===== src/rtl/xfer_strobe_seq.sv =====
// xfer_strobe_seq
// Initiator side of the latch/output-enable register-transfer protocol. One
// accepted request drives a source onto the shared bus (oe), waits SETTLE
// cycles, then pulses the destination latch strobe for HOLD cycles. It keeps
// oe asserted for one more cycle of hold time and then returns to idle.
// Every strobe is preceded by at least SETTLE+2 low cycles, so an
// edge-detecting latch captures exactly once per transfer.
//
// Ports:
//   i_clk, i_reset   clock, synchronous active-high reset
//   i_req            transfer request (level, sampled only when idle)
//   i_src, i_src_en  source index / drive enable (0 = bus reads 0)
//   i_dst, i_dst_en  destination index / strobe enable (0 = no strobe)
//   o_ack            one-cycle pulse on accept
//   o_busy           high from accept until back in idle
//   o_done           one-cycle pulse on completion
//   o_err            one-cycle pulse on rejection (index out of range)
//   o_oe             one-hot source output-enables
//   o_latch          one-hot destination latch strobes
module xfer_strobe_seq #(
    parameter int unsigned NSRC   = 4,
    parameter int unsigned NDST   = 4,
    parameter int unsigned SETTLE = 1,
    parameter int unsigned HOLD   = 1,
    localparam int unsigned SW = (NSRC > 1) ? $clog2(NSRC) : 1,
    localparam int unsigned DW = (NDST > 1) ? $clog2(NDST) : 1
) (
    input  logic            i_clk,
    input  logic            i_reset,
    input  logic            i_req,
    input  logic [SW-1:0]   i_src,
    input  logic [DW-1:0]   i_dst,
    input  logic            i_src_en,
    input  logic            i_dst_en,
    output logic            o_ack,
    output logic            o_busy,
    output logic            o_done,
    output logic            o_err,
    output logic [NSRC-1:0] o_oe,
    output logic [NDST-1:0] o_latch
);

    typedef enum logic [1:0] {
        ST_IDLE,
        ST_SETTLE,
        ST_STROBE,
        ST_RELEASE
    } state_t;

    state_t          r_state;
    logic [3:0]      r_cnt;
    logic [DW-1:0]   r_dst;
    logic            r_dst_en;
    logic            r_ack;
    logic            r_busy;
    logic            r_done;
    logic            r_err;
    logic [NSRC-1:0] r_oe;
    logic [NDST-1:0] r_latch;

    logic            w_bad;
    logic [NSRC-1:0] w_oe_hot;
    logic [NDST-1:0] w_latch_hot;

    // An index is only checked when its enable is set; a disabled side may
    // carry any value.
    always_comb begin
        w_bad = (i_src_en && (32'(i_src) >= NSRC)) ||
                (i_dst_en && (32'(i_dst) >= NDST));
        w_oe_hot    = NSRC'(1) << i_src;
        w_latch_hot = NDST'(1) << r_dst;
    end

    always_ff @(posedge i_clk) begin
        if (i_reset) begin
            r_state  <= ST_IDLE;
            r_cnt    <= '0;
            r_dst    <= '0;
            r_dst_en <= 1'b0;
            r_ack    <= 1'b0;
            r_busy   <= 1'b0;
            r_done   <= 1'b0;
            r_err    <= 1'b0;
            r_oe     <= '0;
            r_latch  <= '0;
        end else begin
            r_ack  <= 1'b0;
            r_done <= 1'b0;
            r_err  <= 1'b0;
            unique case (r_state)
                ST_IDLE: begin
                    if (i_req) begin
                        if (w_bad) begin
                            r_err <= 1'b1;
                        end else begin
                            r_ack    <= 1'b1;
                            r_busy   <= 1'b1;
                            r_oe     <= i_src_en ? w_oe_hot : '0;
                            r_dst    <= i_dst;
                            r_dst_en <= i_dst_en;
                            r_cnt    <= 4'(SETTLE - 1);
                            r_state  <= ST_SETTLE;
                        end
                    end
                end
                ST_SETTLE: begin
                    if (r_cnt == 4'd0) begin
                        r_latch <= r_dst_en ? w_latch_hot : '0;
                        r_cnt   <= 4'(HOLD - 1);
                        r_state <= ST_STROBE;
                    end else begin
                        r_cnt <= r_cnt - 4'd1;
                    end
                end
                ST_STROBE: begin
                    if (r_cnt == 4'd0) begin
                        r_latch <= '0;
                        r_state <= ST_RELEASE;
                    end else begin
                        r_cnt <= r_cnt - 4'd1;
                    end
                end
                ST_RELEASE: begin
                    // oe was held one extra cycle past the latch falling edge.
                    r_oe    <= '0;
                    r_busy  <= 1'b0;
                    r_done  <= 1'b1;
                    r_state <= ST_IDLE;
                end
                default: r_state <= ST_IDLE;
            endcase
        end
    end

    assign o_ack   = r_ack;
    assign o_busy  = r_busy;
    assign o_done  = r_done;
    assign o_err   = r_err;
    assign o_oe    = r_oe;
    assign o_latch = r_latch;

endmodule


===== config.mk =====
export PLATFORM = sky130hd
export DESIGN_NAME = xfer_strobe_seq
export DESIGN_NICKNAME = d
export VERILOG_FILES = /design/src/rtl/xfer_strobe_seq.sv
export SDC_FILE = /design/constraint.sdc
export NUM_CORES = 1
export LEC_CHECK = 0
export ABC_AREA = 1
export CORE_UTILIZATION = 49
export DETAILED_ROUTE_END_ITERATION = 10
export PLACE_DENSITY = 0.85
export SYNTH_ARGS = -nofsm -noshare
export SYNTH_HDL_FRONTEND = slang
export SYNTH_SLANG_ARGS = --single-unit
export TNS_END_PERCENT = 50

===== constraint.sdc =====
create_clock -name i_clk -period 1.6 [get_ports i_clk]
set_input_delay 0.24 -clock i_clk [delete_from_list [all_inputs] [get_ports i_clk]]
set_output_delay 0.24 -clock i_clk [all_outputs]
set_load 0.02 [all_outputs]

==> results of run 1 <==
## metal layers
layer  vias to the layer above  GRT usage, %  routed length, um
met5                         -             0                  0
met4                         0          6.86                  9
met3                         2          3.40                 35
met2                        10          34.5               1040
met1                       412          24.7                939
li1                        473             -                  -
## cells in the final DEF (no fill, tap or decap), drive strengths merged, types with 2 or more instances in the layout
cell type,n
nor2,19
o21ai,6
ha,7
clkdlybuf4s50,19
clkbuf,3
dfxtp,20
nor3,2
inv,18
a21oi,16
nand4,4
nand3,9
nand2,29
## cells by family after synthesis
kind of cell / Yosys count
AND/OR/NAND/NOR: 65
AO/OA/AOI/OAI: 22
buffers and inverters: 20
flip-flops: 20
adder cells (fa/ha/maj): 7
other: 1
## how the worst max path moves through the flow
stage,startpoint,endpoint,cells after the start
after detailed placement,r_state[0]$_SDFFE_PP0P_,o_latch[0]$_SDFFE_PP0P_,7
after floorplan,r_state[0]$_SDFFE_PP0P_,o_latch[0]$_SDFFE_PP0P_,7
after CTS,o_latch[2]$_SDFFE_PP0P_,o_latch[2],1
final,o_busy$_SDFFE_PP0P_,o_busy,1
after global routing,r_state[1]$_SDFFE_PP0P_,r_cnt[2]$_SDFFE_PP0P_,8
after global placement,r_state[0]$_SDFFE_PP0P_,o_latch[0]$_SDFFE_PP0P_,7
## timing repair
action / 4_1_cts / 5_1_grt
hold buffers: 0 / 0
buffers inserted: 0 / 0
gates resized for setup: 0 / 3
setup endpoints to repair: 0 / 4
## metrics by stage
stage / std cells / setup WS, ns / total power [mW]
floorplan: 135 / 0.205 / 1.42
global placement: 180 / 0.161 / 1.60
detailed placement: 180 / 0.0817 / 1.65
CTS: 184 / 0.0646 / 2.07
global route: 184 / -0.0311 / 2.24
finish: 184 / 0.0767 / 2.07
## sequential cells by signal, indices dropped and copies added (netlist names)
| signal | count |
|---|---|
| r_state | 2 |
| o_done | 1 |
| o_ack | 1 |
| o_busy | 1 |
| r_dst | 2 |
| r_cnt | 4 |
| r_dst_en | 1 |
| o_oe | 4 |
| o_latch | 4 |
## cells in the mapped netlist (all sizes together)
library cell  instances
nand4                 4
nor3                  2
o21ai                 6
buf                   2
nand3                 9
ha                    7
or2                   1
nand2                29
dfxtp                20
inv                  18
conb                  1
a21oi                16
nand3b                1
nor2                 19
## final cells by class
| class | instances | area [sq um] | share of cell area [%] |
|---|---|---|---|
| inverters | 18 | 67.6 | 5.22 |
| flip-flops and latches | 20 | 402 | 31.0 |
| multi-input cells | 95 | 542 | 41.8 |
| clock inverters | 1 | 30.0 | 2.32 |
| clock buffers | 3 | 22.5 | 1.74 |
| well taps | 27 | 33.8 | 2.61 |
| repair buffers | 20 | 198 | 15.3 |
## power by group through the flow
stage	sequential [mW]	combinational, mW	clock (mW)
finish	0.665	0.990	0.412
floorplan	0.696	0.719	0
global route	0.680	1.11	0.447
detailed placement	0.673	0.974	0
CTS	0.662	0.980	0.426
global placement	0.668	0.932	0
==> metrics.yaml, run 1 <==
initial_core_util_pct: 51.7
synth_seq_cells: 20
max_clock_freq_ghz: 0.656
post-route-period-util_pct: 95.2
layout.nets: 174
r2r_start: "r_state[0]$_SDFFE_PP0P_"
yosysWarningCount: 0
clock_sinks: 20
crit_fanout: 2
cts_tree: "done"
hold_class: "register to register"
synth.area.top_cells: "dfxtp_1 (40%), nand2_1 (8.9%), ha_1 (8.6%)"
grt_pass1_wl_um: 3160
p_sw_mw: 0.845
start_kind: "register"
whs_path_depth: 2
first_global_vias: 773
synth_area_sq_um: 1010
clkTransAtPathRegs_ns: 0.12
path_class: "register to output pin"
reg2reg_slack_ns: 0.13
drv_slew: 0
status: "completed"
grt_max_degree: 13
areaGrowthSynthToFinish_pct: 27.8
seq_power_share_pct: 32.2
dp_hpwl_um: 1570
max-clock-path-buffers: 2
p_leak_nw: 0.524
synth_top_family_by_area: "simple AND/OR/NAND/NOR gates"
synth-compound-area-share_pct: 12.3
fin_skew_ns: 0.00879
synth_mux_area_share_pct: 0
fin_crit_ns: 1.52
ys_types: 24
synth_fa_ha_area_share_pct: 8.64
die_x_um: 47.5
grt_setup_unrepaired: "true"
placed_area_sq_um: 1230
grt_overflow: 0
gp_congestion: 0.811
wl_um: 2020
synthXorXnorAreaFrac_pct: 0
grt_antenna_before_repair: 0
final_cell_area_sq_um: 1290
via_per_inst: 4.88
core_area_sq_um: 1960
rr_worst_depth: 7
synth_fp_nets: 151
path_delay_family: "buffers and inverters"
routedWlPerCell_um: 11.0
grt_usage_pct: 19.9
setup_tns_ns: 0
fillCellCount: 189
io_buffers: 19
drcViolationCount: 0
slowest_stage: "clkdlybuf4s50_1"
final_core_util_pct: 66.0
comb_power_share_pct: 47.9
r2r-end: "o_latch[0]$_SDFFE_PP0P_"
antenna_left: 0
worst_hold_startpoint: "o_oe[1]$_SDFFE_PP0P_"
num_vias: 897
whs_ns: 0.480
worstPathRequired_ns: 1.36
switching_share_pct: 40.9
p_int_mw: 1.22
peakVddDrop_v: 0.000886
whs_endpoint: "o_oe[1]$_SDFFE_PP0P_"
diodes: 0
die_h_um: 47.5
insertion_delay_ns: 0.30
synthCells: 135
clkPwrFrac_pct: 19.9
path_cells: "clkdlybuf4s50_1"
drive_above_1_share_pct: 14.0
cts_inserted_buffers: 3
p_per_area_nw_per_um2: 1600
io_pins: 21
finalHoldViolCount: 0
max-cap-violations: 0
crit_buf_inv: 1
synth_area_per_cell_sq_um: 7.51
rows: 16
ys_seq_area_share_pct: 39.5
firstDrtPassIters: 4
synth.largest_area_cell: "dfxtp_1"
drt_iter0_markers: 15
synthSimpleGateAreaFrac_pct: 31.4
clockRootBuffer: "clkbuf_4"
setup_viol: 0
slowest_delay_ns: 0.62
die-area_sq_um: 2250
endpoint_kind: "output pin"
h-tree-depth: 1
synth_top_area_share_pct: 39.5
cp.arrival_ns: 1.28
(Power assumes the default switching activity.)
==> run 2: changes to the inputs <==
Settings changed: ABC_AREA 1 to default, CORE_MARGIN from default to 2, CTS_CLUSTER_SIZE from default to 16.
==> run 2 against run 1 <==
  * Clock power shrank 29%
  * First-iteration DRC count rose by 27%
  * Synthesized cell count shrank 19%
  * Final area grew 10%
  * Largest power group unchanged
==> metrics.yaml, run 2 <==
finalHoldViolCount: 0
endpoint_kind: "register"
layout.nets: 159
post-route-period-util_pct: 97.4
peakVddDrop_v: 0.000874
insertion_delay_ns: 0.31
r2r_start: "r_state[1]$_SDFFE_PP0P_"
core_area_sq_um: 1940
clkTransAtPathRegs_ns: 0.11
first_global_vias: 953
grt_antenna_before_repair: 0
fin_skew_ns: 0.0122
grt_setup_unrepaired: "true"
max-cap-violations: 0
initial_core_util_pct: 51.6
p_per_area_nw_per_um2: 1320
h-tree-depth: 1
cts_hold_buf: 0
setup_viol: 0
status: "completed"
die_h_um: 49.2
cts_tree: "done"
die_x_um: 49.2
synthFlopType: "dfxtp_1"
antenna_left: 0
placed_area_sq_um: 1270
clock_sinks: 20
worst_hold_startpoint: "o_latch[2]$_SDFFE_PP0P_"
fillCellCount: 138
clockRootBuffer: "clkbuf_4"
synthArstFlopShare_pct: 0
synth_area_sq_um: 1000
crit_fanout: 4
wl_um: 2340
die-area_sq_um: 2420
grt_pass1_wl_um: 4180
io_pins: 21
firstDrtPassIters: 4
synth.area.top_cells: "dfxtp_1 (40%), ha_1 (8.7%), mux2i_1 (6.0%)"
layout_commonest_cell: "clkdlybuf4s50_1"
worstPathRequired_ns: 1.83
path_class: "register to register"
hold_class: "register to register"
cp.arrival_ns: 1.79
synth_top_area_share_pct: 40.0
startpoint: "r_state[1]$_SDFFE_PP0P_"
io_buffers: 19
ys_seq_area_share_pct: 40.0
synth_seq_cells: 20
grt_max_degree: 12
drcViolationCount: 0
max_clock_freq_ghz: 0.642
p_leak_nw: 0.567
yosysMostFrequentCell: "dfxtp_1"
diodes: 0
dp_hpwl_um: 1640
via_per_inst: 5.47
synthCells: 109
drt_iter0_markers: 19
fin_crit_ns: 1.56
cts_inserted_buffers: 3
synth.largest_area_cell: "dfxtp_1"
grt_usage_pct: 22.1
synth_area_per_cell_sq_um: 9.19
drv_slew: 0
setup_tns_ns: 0
start_kind: "register"
synth_commonest_cells: "dfxtp_1 (20), nand2_1 (12), nor2_1 (8), ha_1 (7), inv_1 (7)"
ys_types: 35
grt_overflow: 0
max-clock-path-buffers: 2
gp_congestion: 0.834
final_cell_area_sq_um: 1430
rows: 16
routedWlPerCell_um: 13.8
areaGrowthSynthToFinish_pct: 42.7
drive_above_1_share_pct: 28.2
synth_edf_count: 0
num_vias: 924
yosysWarningCount: 0
mostFrequentLayoutCells: "clkdlybuf4s50_1 (19), dfxtp_1 (16), buf_4 (15)"
synth_fp_nets: 125
==> run 2: final timing paths <==
kind                                                 to  slack, ns  cells past startpoint
worst max-delay path              r_cnt[0]$_SDFFE_PP0P_       0.04                      5
worst min-delay path            o_latch[2]$_SDFFE_PP0P_       0.47                      2
worst max register to register    r_cnt[0]$_SDFFE_PP0P_       0.04                      5
worst min register to register  o_latch[2]$_SDFFE_PP0P_       0.47                      2
==> run 2: timing repair <==
action	in CTS	in global routing
setup buffers	5	0
pin swaps	3	2
endpoints found under the hold margin	0	0
gates resized for setup	19	5
endpoints found under the setup margin	8	6
==> run 2: cell families (layout without fill, tap and decap cells) <==
group,Yosys count,after routing,synth area share [%]
DFF,20,20,39.9
adders and majority gates,7,7,8.74
other,1,1,0.374
buffers and inverters,13,46,6.12
AOI/OAI and AO/OA,22,22,16.0
and+or+nand+nor,40,40,22.8
muxes,6,6,5.99
==> run 2: metrics by stage <==
stage | cells | util (%) | power (mW) | setup slack [ns] | hold slack (ns)
after global placement | 160 | 65.4 | 1.42 | -0.0337 | 0.448
after global routing | 169 | 73.6 | 2.01 | -0.0428 | 0.493
final | 169 | 73.6 | 1.89 | 0.0412 | 0.470
after CTS | 169 | 72.5 | 1.85 | -0.00371 | 0.473
after floorplan | 109 | - | 1.19 | 0.0161 | 0.387
after detailed placement | 160 | 65.4 | 1.44 | -0.0771 | 0.455
==> run 2: layout make-up <==
class,instances,area (sq um),share of cell area (%)
inverters,8,32.5,2.27
well taps,27,33.8,2.36
flip-flops and latches,20,408,28.5
multi-input cells,76,617,43.1
repair buffers,34,303,21.2
clock buffers,4,36.3,2.54
==> run 2: report_power, final <==
part           internal (mW)  switching (mW)  leakage, nW
sequential             0.577          0.0469        0.165
combinational          0.467           0.505        0.381
clock                  0.139           0.154       0.0210
total                   1.18           0.705        0.567
==> run 2: worst max-delay path, stage by stage (launching register included) <==
cell and delay [ns]:
dfxtp_4 0.37, inv_2 0.06, ha_4 0.28, o21ai_2 0.06, or4_4 0.52, o31ai_2 0.19
==> run 2: layer usage <==
| layer | track usage (%) | share of wire (%) | vias to the layer above |
|---|---|---|---|
| met5 | 0 | 0 | - |
| met4 | 2.86 | 0.43 | 0 |
| met3 | 7.98 | 4.2 | 2 |
| met2 | 38.1 | 50 | 18 |
| met1 | 27.0 | 45 | 446 |
| li1 | - | - | 458 |
==> run 3: changes to the inputs <==
Settings changed: ABC_AREA from default to 1, SETUP_SLACK_MARGIN from default to 0.1, SKIP_LAST_GASP from default to 1.
==> run 3 against run 2 <==
  * First-iteration DRC count down 5.3%
  * Clock skew down 0.0086 ns
  * Sequential share of layout area up 1.9 points
  * Utilization down 6.1 points
  * Non-clock buffer count down 13
  * Highest routed layer unchanged
  * Critical path type is now register to output pin
  * Global-route usage down 2.8 points
  * Critical path depth down 4
  * Worst hold slack worse by 0.00062 ns
  * Die area up 1.0%
==> metrics.yaml, run 3 (same netlist as run 1, synthesis figures left out) <==
status: "completed"
setup_tns_ns: 0
die-area_sq_um: 2450
crit_fanout: 2
die_h_um: 49.5
first_global_vias: 868
drive_above_1_share_pct: 17.7
diodes: 0
via_per_inst: 4.93
initial_core_util_pct: 51.7
max-clock-path-buffers: 2
fin_cells: 185
hold_class: "register to register"
drt_iter0_markers: 18
io_pins: 21
routedWlPerCell_um: 12.0
rows: 16
dp_hpwl_um: 1530
peakVddDrop_v: 0.00125
crit_buf_inv: 1
p_per_area_nw_per_um2: 1650
grt_usage_pct: 19.3
fin_crit_ns: 1.50
path_class: "register to output pin"
layout.nets: 175
drv_slew: 0
slowest_delay_ns: 0.61
cts_tree: "done"
clockRootBuffer: "clkbuf_4"
mostFrequentLayoutCells: "nand2_1 (24), dfxtp_1 (18), nor2_1 (17)"
grt_pass1_wl_um: 3600
max-cap-violations: 0
path_delay_family: "buffers and inverters"
fin_skew_ns: 0.00363
grt_antenna_before_repair: 0
dpl.cell_count: 180
endpoint_kind: "output pin"
clock_sinks: 20
areaGrowthSynthToFinish_pct: 30.7
num_vias: 912
post-route-period-util_pct: 94.0
core_area_sq_um: 1960
grt_setup_unrepaired: "true"
start_kind: "register"
insertion_delay_ns: 0.31
antenna_left: 0
gp_congestion: 0.850
path_cells: "clkdlybuf4s50_1"
cts_hold_buf: 0
h-tree-depth: 1
p_leak_nw: 0.589
worstPathRequired_ns: 1.36
drcViolationCount: 0
io_buffers: 19
wl_um: 2220
cts_inserted_buffers: 3
layout_commonest_cell: "nand2_1"
die_x_um: 49.5
grt_max_degree: 13
slowest_stage: "clkdlybuf4s50_1"
grt_overflow: 0
finalHoldViolCount: 0
max_clock_freq_ghz: 0.665
setup_viol: 0
fillCellCount: 172
firstDrtPassIters: 4
cp.arrival_ns: 1.26
clkTransAtPathRegs_ns: 0.12
[run 3: changes by cell type in the layout (fill, tap and decap cells not counted), sizes merged, moves of 6 or more]
cell           change
nand2             +17
buf               -13
a21oi             +12
inv               +11
nor2              +11
clkdlybuf4s50      -7
mux2i              -6
[run 3: stage by stage]
stage	instance area (sq um)	total power, mW	util [%]	hold slack (ns)	setup slack, ns
after floorplan	1010	1.42	-	0.302	0.205
after global placement	1230	1.60	62.9	0.453	0.158
after detailed placement	1230	1.65	62.9	0.456	0.0980
after CTS	1280	2.09	65.4	0.474	0.0884
after global routing	1330	2.34	67.5	0.487	0.0552
final	1330	2.19	67.5	0.469	0.0966
[run 3: worst paths after layout]
| kind | cells after the start | from | end | slack, ns |
|---|---|---|---|---|
| setup reg to reg | 7 | r_state[0]$_SDFFE_PP0P_ | o_latch[0]$_SDFFE_PP0P_ | 0.14 |
| setup / recovery | 1 | o_oe[3]$_SDFFE_PP0P_ | o_oe[3] | 0.1 |
| hold / removal | 2 | o_oe[0]$_SDFFE_PP0P_ | o_oe[0]$_SDFFE_PP0P_ | 0.47 |
| hold reg to reg | 2 | o_oe[0]$_SDFFE_PP0P_ | o_oe[0]$_SDFFE_PP0P_ | 0.47 |
[run 3: repair_timing]
| item | 4_1_cts | 5_1_grt |
|---|---|---|
| buffers inserted | 0 | 1 |
| gates resized for setup | 7 | 9 |
| endpoints found under the setup margin | 16 | 19 |
[run 3: area by class of cell]
class | count | area, sq um | area share, %
clock buffers | 3 | 22.5 | 1.70
clock inverters | 1 | 30.0 | 2.27
inverters | 18 | 67.6 | 5.10
multi-input cells | 95 | 564 | 42.6
flip-flops and latches | 20 | 403 | 30.4
well taps | 27 | 33.8 | 2.55
repair buffers | 21 | 204 | 15.4
[run 3: power by group]
group | switching [mW] | leakage [nW] | internal, mW
sequential | 0.0694 | 0.164 | 0.597
combinational | 0.682 | 0.397 | 0.417
clock | 0.169 | 0.0279 | 0.253
total | 0.921 | 0.589 | 1.27
[run 3: worst reg2reg max path: cells and delay by family, from the launching register on]
family | cells | cell delay [ns]
AOI/OAI and AO/OA | 1 | 0.11
adders and majority gates | 1 | 0.24
buffers and inverters | 1 | 0.10
DFF | 1 | 0.37
and+or+nand+nor | 4 | 0.54
[run 3: layer usage]
metal	track usage (%)	vias up	wire, um
li1	-	473	-
met1	20.3	407	988
met2	37.2	25	1100
met3	4.55	7	88
met4	6.48	0	37
met5	0	-	0
